[config.mk]
export PLATFORM = sky130hd
export DESIGN_NAME = seven_seg_capture
export DESIGN_NICKNAME = d
export VERILOG_FILES = /design/src/rtl/seven_seg_capture.sv
export SDC_FILE = /design/constraint.sdc
export NUM_CORES = 1
export LEC_CHECK = 0
export BUFFER_PORTS_ARGS = -buffer_cell sky130_fd_sc_hd__buf_4
export CAP_MARGIN = 10
export CORE_MARGIN = 2
export CORE_UTILIZATION = 59
export CTS_CLUSTER_SIZE = 12
export DETAILED_ROUTE_END_ITERATION = 12
export HOLD_SLACK_MARGIN = 0.06
export PLACE_DENSITY = 0.88
export SYNTH_ARGS = -nofsm -noshare
export SYNTH_HDL_FRONTEND = slang
export SYNTH_SLANG_ARGS = --single-unit
[constraint.sdc]
create_clock -name i_Clk -period 3.8 [get_ports i_Clk]
set_input_delay 0.57 -clock i_Clk [delete_from_list [all_inputs] [get_ports i_Clk]]
set_output_delay 0.57 -clock i_Clk [all_outputs]
set_load 0.01 [all_outputs]
[src/rtl/seven_seg_capture.sv]
// rtl/seven_seg_capture.sv - recovers a hex frame from a multiplexed active-low 7-segment bus
// Each segment/enable pair is qualified for stability, decoded, and slotted into a frame word.
module seven_seg_capture #(
  parameter int NUM_DIGITS    = 4,
  parameter int STABLE_CYCLES = 4
) (
  input  logic                    i_Clk,
  input  logic                    i_Rst_N,
  input  logic [6:0]              i_Segments,
  input  logic [NUM_DIGITS-1:0]   i_Digit_En_N,
  output logic [4*NUM_DIGITS-1:0] o_Value,
  output logic                    o_Valid,
  output logic [NUM_DIGITS-1:0]   o_Err_Mask
);

  localparam int CW = $clog2(STABLE_CYCLES);

  logic [6:0]              seg_q;
  logic [NUM_DIGITS-1:0]   en_q;
  logic [CW-1:0]           cnt_q, cnt_d;
  logic                    same;
  logic [NUM_DIGITS-1:0]   en_act;
  logic                    one_hot;
  logic                    fire;
  logic [6:0]              pat;
  logic [3:0]              dec_nib;
  logic                    dec_err;

  logic                    cap_q;
  logic [NUM_DIGITS-1:0]   cap_sel_q;
  logic [3:0]              cap_nib_q;
  logic                    cap_err_q;

  logic [4*NUM_DIGITS-1:0] slot_nib_q, slot_nib_d;
  logic [NUM_DIGITS-1:0]   slot_err_q, slot_err_d;
  logic [NUM_DIGITS-1:0]   seen_q, seen_d;
  logic [4*NUM_DIGITS-1:0] value_q, value_d;
  logic [NUM_DIGITS-1:0]   mask_q, mask_d;
  logic                    valid_q, valid_d;

  assign same    = (i_Segments == seg_q) && (i_Digit_En_N == en_q);
  assign en_act  = ~en_q;
  assign one_hot = (en_act != '0) && ((en_act & (en_act - NUM_DIGITS'(1))) == '0);
  // Only the single S-2 -> S-1 step fires, so a held pair yields one capture.
  assign fire    = same && (cnt_q == CW'(STABLE_CYCLES - 2)) && one_hot;
  assign pat     = ~seg_q;

  always_comb begin
    cnt_d = '0;
    if (same) begin
      cnt_d = (cnt_q == CW'(STABLE_CYCLES - 1)) ? cnt_q : cnt_q + CW'(1);
    end
  end

  always_comb begin
    dec_nib = 4'h0;
    dec_err = 1'b0;
    case (pat)
      7'h7E: dec_nib = 4'h0;
      7'h30: dec_nib = 4'h1;
      7'h6D: dec_nib = 4'h2;
      7'h79: dec_nib = 4'h3;
      7'h33: dec_nib = 4'h4;
      7'h5B: dec_nib = 4'h5;
      7'h5F: dec_nib = 4'h6;
      7'h70: dec_nib = 4'h7;
      7'h7F: dec_nib = 4'h8;
      7'h7B: dec_nib = 4'h9;
      7'h77: dec_nib = 4'hA;
      7'h1F: dec_nib = 4'hB;
      7'h4E: dec_nib = 4'hC;
      7'h3D: dec_nib = 4'hD;
      7'h4F: dec_nib = 4'hE;
      7'h47: dec_nib = 4'hF;
      default: dec_err = 1'b1;
    endcase
  end

  always_comb begin
    slot_nib_d = slot_nib_q;
    slot_err_d = slot_err_q;
    seen_d     = seen_q;
    value_d    = value_q;
    mask_d     = mask_q;
    valid_d    = 1'b0;
    if (&seen_q) begin
      value_d    = slot_nib_q;
      mask_d     = slot_err_q;
      valid_d    = 1'b1;
      slot_nib_d = '0;
      slot_err_d = '0;
      seen_d     = '0;
    end
    // Applied after the clear so a coincident capture lands in the fresh frame.
    if (cap_q) begin
      for (int i = 0; i < NUM_DIGITS; i++) begin
        if (cap_sel_q[i]) begin
          slot_nib_d[4*i +: 4] = cap_nib_q;
          slot_err_d[i]        = cap_err_q;
          seen_d[i]            = 1'b1;
        end
      end
    end
  end

  always_ff @(posedge i_Clk) begin
    if (!i_Rst_N) begin
      seg_q      <= 7'h7F;
      en_q       <= '1;
      cnt_q      <= '0;
      cap_q      <= 1'b0;
      cap_sel_q  <= '0;
      cap_nib_q  <= 4'h0;
      cap_err_q  <= 1'b0;
      slot_nib_q <= '0;
      slot_err_q <= '0;
      seen_q     <= '0;
      value_q    <= '0;
      mask_q     <= '0;
      valid_q    <= 1'b0;
    end else begin
      seg_q      <= i_Segments;
      en_q       <= i_Digit_En_N;
      cnt_q      <= cnt_d;
      cap_q      <= fire;
      cap_sel_q  <= en_act;
      cap_nib_q  <= dec_nib;
      cap_err_q  <= dec_err;
      slot_nib_q <= slot_nib_d;
      slot_err_q <= slot_err_d;
      seen_q     <= seen_d;
      value_q    <= value_d;
      mask_q     <= mask_d;
      valid_q    <= valid_d;
    end
  end

  assign o_Value    = value_q;
  assign o_Valid    = valid_q;
  assign o_Err_Mask = mask_q;

endmodule

[Word level (Yosys, flattened, before mapping)]
Index checks and enable logic that the tools add are counted.
Word-level totals
  ROM bits: 0
  bits in writable memories: 0
  word-level logic and storage cells: 68
  bits in latches: 0
  input port bits: 13
  memories: 0
  bits in registers: 68
Operators by class
  reductions and logical operators: 9
  muxes and demuxes: 21
  shift-type cells: 0
  multipliers: 0
  equality and inequality tests: 20
  bitwise operators: 3
  $add $sub $neg: 2
  order comparisons: 0
  div/mod/pow operators: 0
Operators with widths (count)
  == test 7 bit, second input constant: 12
  case mux 4 bit (15 select lines): 1
  two-way mux 16 bit: 2
  two-way mux 4 bit: 8
  == test 7 x 6 -> 1 bit, second input constant: 3
  OR reduction 16 bit: 1
  two-way mux 1 bit: 10
  == test 7 x 5 -> 1 bit, second input constant: 1
  == test 7 bit: 1
  NOT 7 bit: 1
  AND 4 bit: 1
  == test 2 bit, second input constant: 2
  == test 4 bit: 1
  logical AND 1 bit: 4
  zero test 4 bit: 1
  NOT 4 bit: 1
  AND reduction 4 bit: 1
  nonzero test 4 bit: 1
  subtractor 4 x 1 -> 4 bit, second input constant: 1
  adder 2 x 1 -> 2 bit, second input constant: 1
  AND reduction 2 bit: 1

[Logic depth before layout (Yosys ltp)]
  word-level depth: 6
  mapped depth: 5
  mapped depth without buffers: 5

[Worst setup path before layout]
No wires, ideal clock.
  path type: input -> register
  start point: input port i_Rst_N
  end point: register cap_err_q
  stages on the path: 4
  path slack: 2.370 ns
  setup time: 0.092 ns
  data required time: 3.708 ns
  data arrival time: 1.338 ns
  cell sequence: clkbuf_1 > clkbuf_1 > o41ai_1 > nor4_1
RTL lines
  start, declared: RTL line 8  | input logic i_Rst_N,
  end signal, assigned: RTL line 128  | cap_err_q <= dec_err;
  end, declared: RTL line 32  | logic cap_err_q;

[Worst setup path after layout]
  start point: register seen_q[2]
  end point: register seen_q[3]
On the way
  word-level cells in the longest chain between the ends: 4
Ends and longest elaborated chain
  start, declared: RTL line 36  | logic [NUM_DIGITS-1:0] seen_q, seen_d;
  start signal, assigned: RTL line 131  | seen_q <= seen_d;
  AND reduction 4 bit (*): RTL line 86  | if (&seen_q) begin
  two-way mux 4 bit (*): RTL line 86
  two-way mux 1 bit: RTL line 97  | if (cap_sel_q[i]) begin
  two-way mux 4 bit (*): RTL line 95  | if (cap_q) begin
Every way passes the cells marked *; elsewhere a longest branch is shown, timed or not.
A chain may end at the register's enable or synchronous reset.

==> flow_summary.json <==
{
  "status": "finished clean",
  "ys_seq_elements": 68,
  "grt_max_degree": 67,
  "synthCells": 322,
  "synth_area_leaders": "dfxtp_1 (48%), a21boi_0 (11%), nand2_1 (8.7%)",
  "relSlewSlack": 0.522,
  "antenna_found_initial": 0,
  "synth_top_area_share": 0.477,
  "setup_violations": 0,
  "switching_share": 0.216,
  "p_per_area_mw_per_mm2": 428,
  "cts_root_buffer": "clkbuf_8",
  "drc_errors": 0,
  "grtUsageTotal": 0.214,
  "n_antenna_cell": 0,
  "seqPwrFrac": 0.531,
  "avgSynthCellArea_um2": 8.86,
  "overflow": 0,
  "cts.repair.resized": 0,
  "hold_start": "i_Digit_En_N[2]",
  "num_vias": 2205,
  "crit_end": "seen_q[3]",
  "synth-seq-area-share": 0.477,
  "cts_buffers": 9,
  "grt_pass1_vias": 1964,
  "firstDrtPassIters": 4,
  "die_h_um": 73.5,
  "hold_viol": 0,
  "postLayoutCoreUtil": 0.694,
  "timing.rr.end": "seen_q[3]",
  "portBuffers": 33,
  "max_stage_delay_ps": 500,
  "rows": 25,
  "cts_tree": "built",
  "drt_iter0_markers": 166,
  "worst_setup_path_start_kind": "flip-flop",
  "yosysUniqueCellTypes": 47,
  "whs_ps": 428,
  "dp_slack_ps": 1990,
  "max-cap-violations": 0,
  "drive_gt1_frac": 0.158,
  "ctsHoldBuffers": 0,
  "crit_chain": "nand4_1 > buf_4 > a21oi_1 > nor2b_1",
  "tightest_slew_ps": 717,
  "cp_slowest_cell": "nand4_1",
  "ys.flop_type": "dfxtp_1",
  "nNetsFinal": 358,
  "worstPathMaxFanout": 29,
  "synth.largest_area_cell": "dfxtp_1",
  "clock-skew-final_ps": 7.23,
  "pin_count": 34,
  "fill_cells": 372,
  "synth-edff-count": 0,
  "synthArstFlopShare": 0,
  "clk_latency_ps": 340,
  "clock_sinks": 68,
  "fin_setup_tns_ps": 0,
  "postRouteAntennaNets": 0,
  "wirelength_um": 5180,
  "end_kind": "flip-flop",
  "period_minus_slack_ps": 1680,
  "rsz0062_at_grt": "false",
  "r2r_cells": 4,
  "vdd_ir_drop_max_v": 0.000317,
  "p_int_mw": 1.09,
  "synth_area_mm2": 0.00285,
  "yosysMostFrequentCell": "dfxtp_1",
  "worst_ep_arrival_time_ps": 1910,
  "reg2reg_from": "seen_q[2]",
  "synth_nets": 337,
  "start_util": 0.608,
  "grt_pass1_wl_um": 8730,
  "rrSetupSlack_ps": 2120,
  "maxSlewViolCount": 0,
  "timing.fmax_ghz": 0.596,
  "cts_setup_buffers": 0,
  "yosys-top-cells-count": "dfxtp_1 (68), nand2_1 (66), a21boi_0 (40), nand3_1 (23), clkbuf_1 (17)",
  "syn2layout_area_growth_pct": 14.1,
  "yosysWarningCount": 0,
  "h-tree-depth": 3,
  "fin_ws_ps": 2120,
  "cp-startpoint": "seen_q[2]",
  "crit_type": "flip-flop to flip-flop",
  "worstPathRequired_ps": 4030,
  "clock_path_buffers": 2,
  "wire_per_inst_um": 12.9,
  "fin_crit_sh": 0.442,
  "p_total_mw": 1.39,
  "p_switching_uw": 301,
  "p_leak_nw": 1.19,
  "pwr-share-comb": 0.042,
  "hpwlAfterDp_um": 3400,
  "design.core.area_mm2": 0.00469,
  "min_path_type": "input port to flip-flop",
  "via_per_inst": 5.49,
  "clk_pin_slew_worst_paths_ps": 70,
  "p_clk_frac": 0.427,
  "fp.dieArea_mm2": 0.00541,
  "gp_congestion": 0.824,
  "die_width_um": 73.5
}
## metal layers
layer / GRT usage / part of all wire / vias up
li1: - / - / 1130
met1: 0.274 / 0.47 / 1017
met2: 0.328 / 0.47 / 52
met3: 0.0754 / 0.052 / 6
met4: 0.0889 / 0.013 / 0
met5: 0 / 0 / -
## flip-flops by register name, summed over array words and instances (netlist names), 4 cells and up
| name | cells |
|---|---|
| seg_q | 7 |
| cap_nib_q | 4 |
| slot_nib_q | 16 |
| en_q | 4 |
| cap_sel_q | 4 |
| seen_q | 4 |
| o_Value | 16 |
| slot_err_q | 4 |
| o_Err_Mask | 4 |
## through the flow
step           instance area, um^2  instances
2_1_floorplan                 2850        322
3_3_place_gp                  3050        386
3_5_place_dp                  3050        386
4_1_cts                       3250        402
5_1_grt                       3250        402
6_report                      3250        402
## logic make-up after synthesis
| family | share of synthesized area |
|---|---|
| buffers and inverters | 0.0500 |
| XOR/XNOR | 0.0430 |
| adder cells (fa/ha/maj) | 0.00877 |
| AND/OR/NAND/NOR | 0.257 |
| flip-flops | 0.477 |
| AO/OA/AOI/OAI | 0.164 |
## how the worst min path moves through the flow
stage | endpoint | slack [ps] | cells after the start
after floorplan | o_Err_Mask[3] | 440 | 2
after global placement | o_Value[4] | 450 | 2
after detailed placement | o_Value[3] | 460 | 2
after CTS | en_q[2] | 420 | 2
after global routing | seg_q[2] | 430 | 2
final | en_q[2] | 430 | 2
## layout by cell type (no fill, tap or decap), types with 2 or more instances in the layout
master / n
dfxtp_1: 68
nand2_1: 66
a21boi_0: 40
buf_4: 34
nand3_1: 23
xnor2_1: 12
nand2b_1: 11
clkbuf_8: 11
nor2b_1: 8
nor2_1: 6
nand4_1: 6
a21oi_1: 6
inv_1: 5
and2_1: 4
o21ai_0: 3
nor3_1: 3
or3_1: 3
nand3b_1: 2
a211oi_1: 2
o31a_1: 2
o211ai_1: 2
and2_0: 2
xor2_1: 2
ha_1: 2
clkinv_2: 2
## power by group through the flow
| stage | Sequential [mW] | Clock [mW] | Combinational, mW |
|---|---|---|---|
| 4_1_cts | 0.739 | 0.603 | 0.0589 |
| 6_report | 0.740 | 0.595 | 0.0585 |
| 5_1_grt | 0.742 | 0.635 | 0.0644 |
| 3_5_place_dp | 0.756 | 0 | 0.0586 |
| 3_3_place_gp | 0.755 | 0 | 0.0577 |
| 2_1_floorplan | 0.744 | 0 | 0.0547 |
## area by class of cell
type	instances	area (um^2)	share of cell area
flip-flops and latches	68	1360	0.418
clock buffers	12	155	0.0477
well taps	54	67.6	0.0208
repair buffers	34	255	0.0784
clock inverters	4	47.5	0.0146
multi-input cells	225	1350	0.414
inverters	5	18.8	0.00577
## worst max-delay path, delay by kind of cell, from the launching register on
kind / cells / cell delay, ps
and+or+nand+nor: 2 / 560
buffers and inverters: 1 / 450
DFF: 1 / 350
AOI/OAI and AO/OA: 1 / 190
Note: power is estimated with default switching activity, not from simulation.
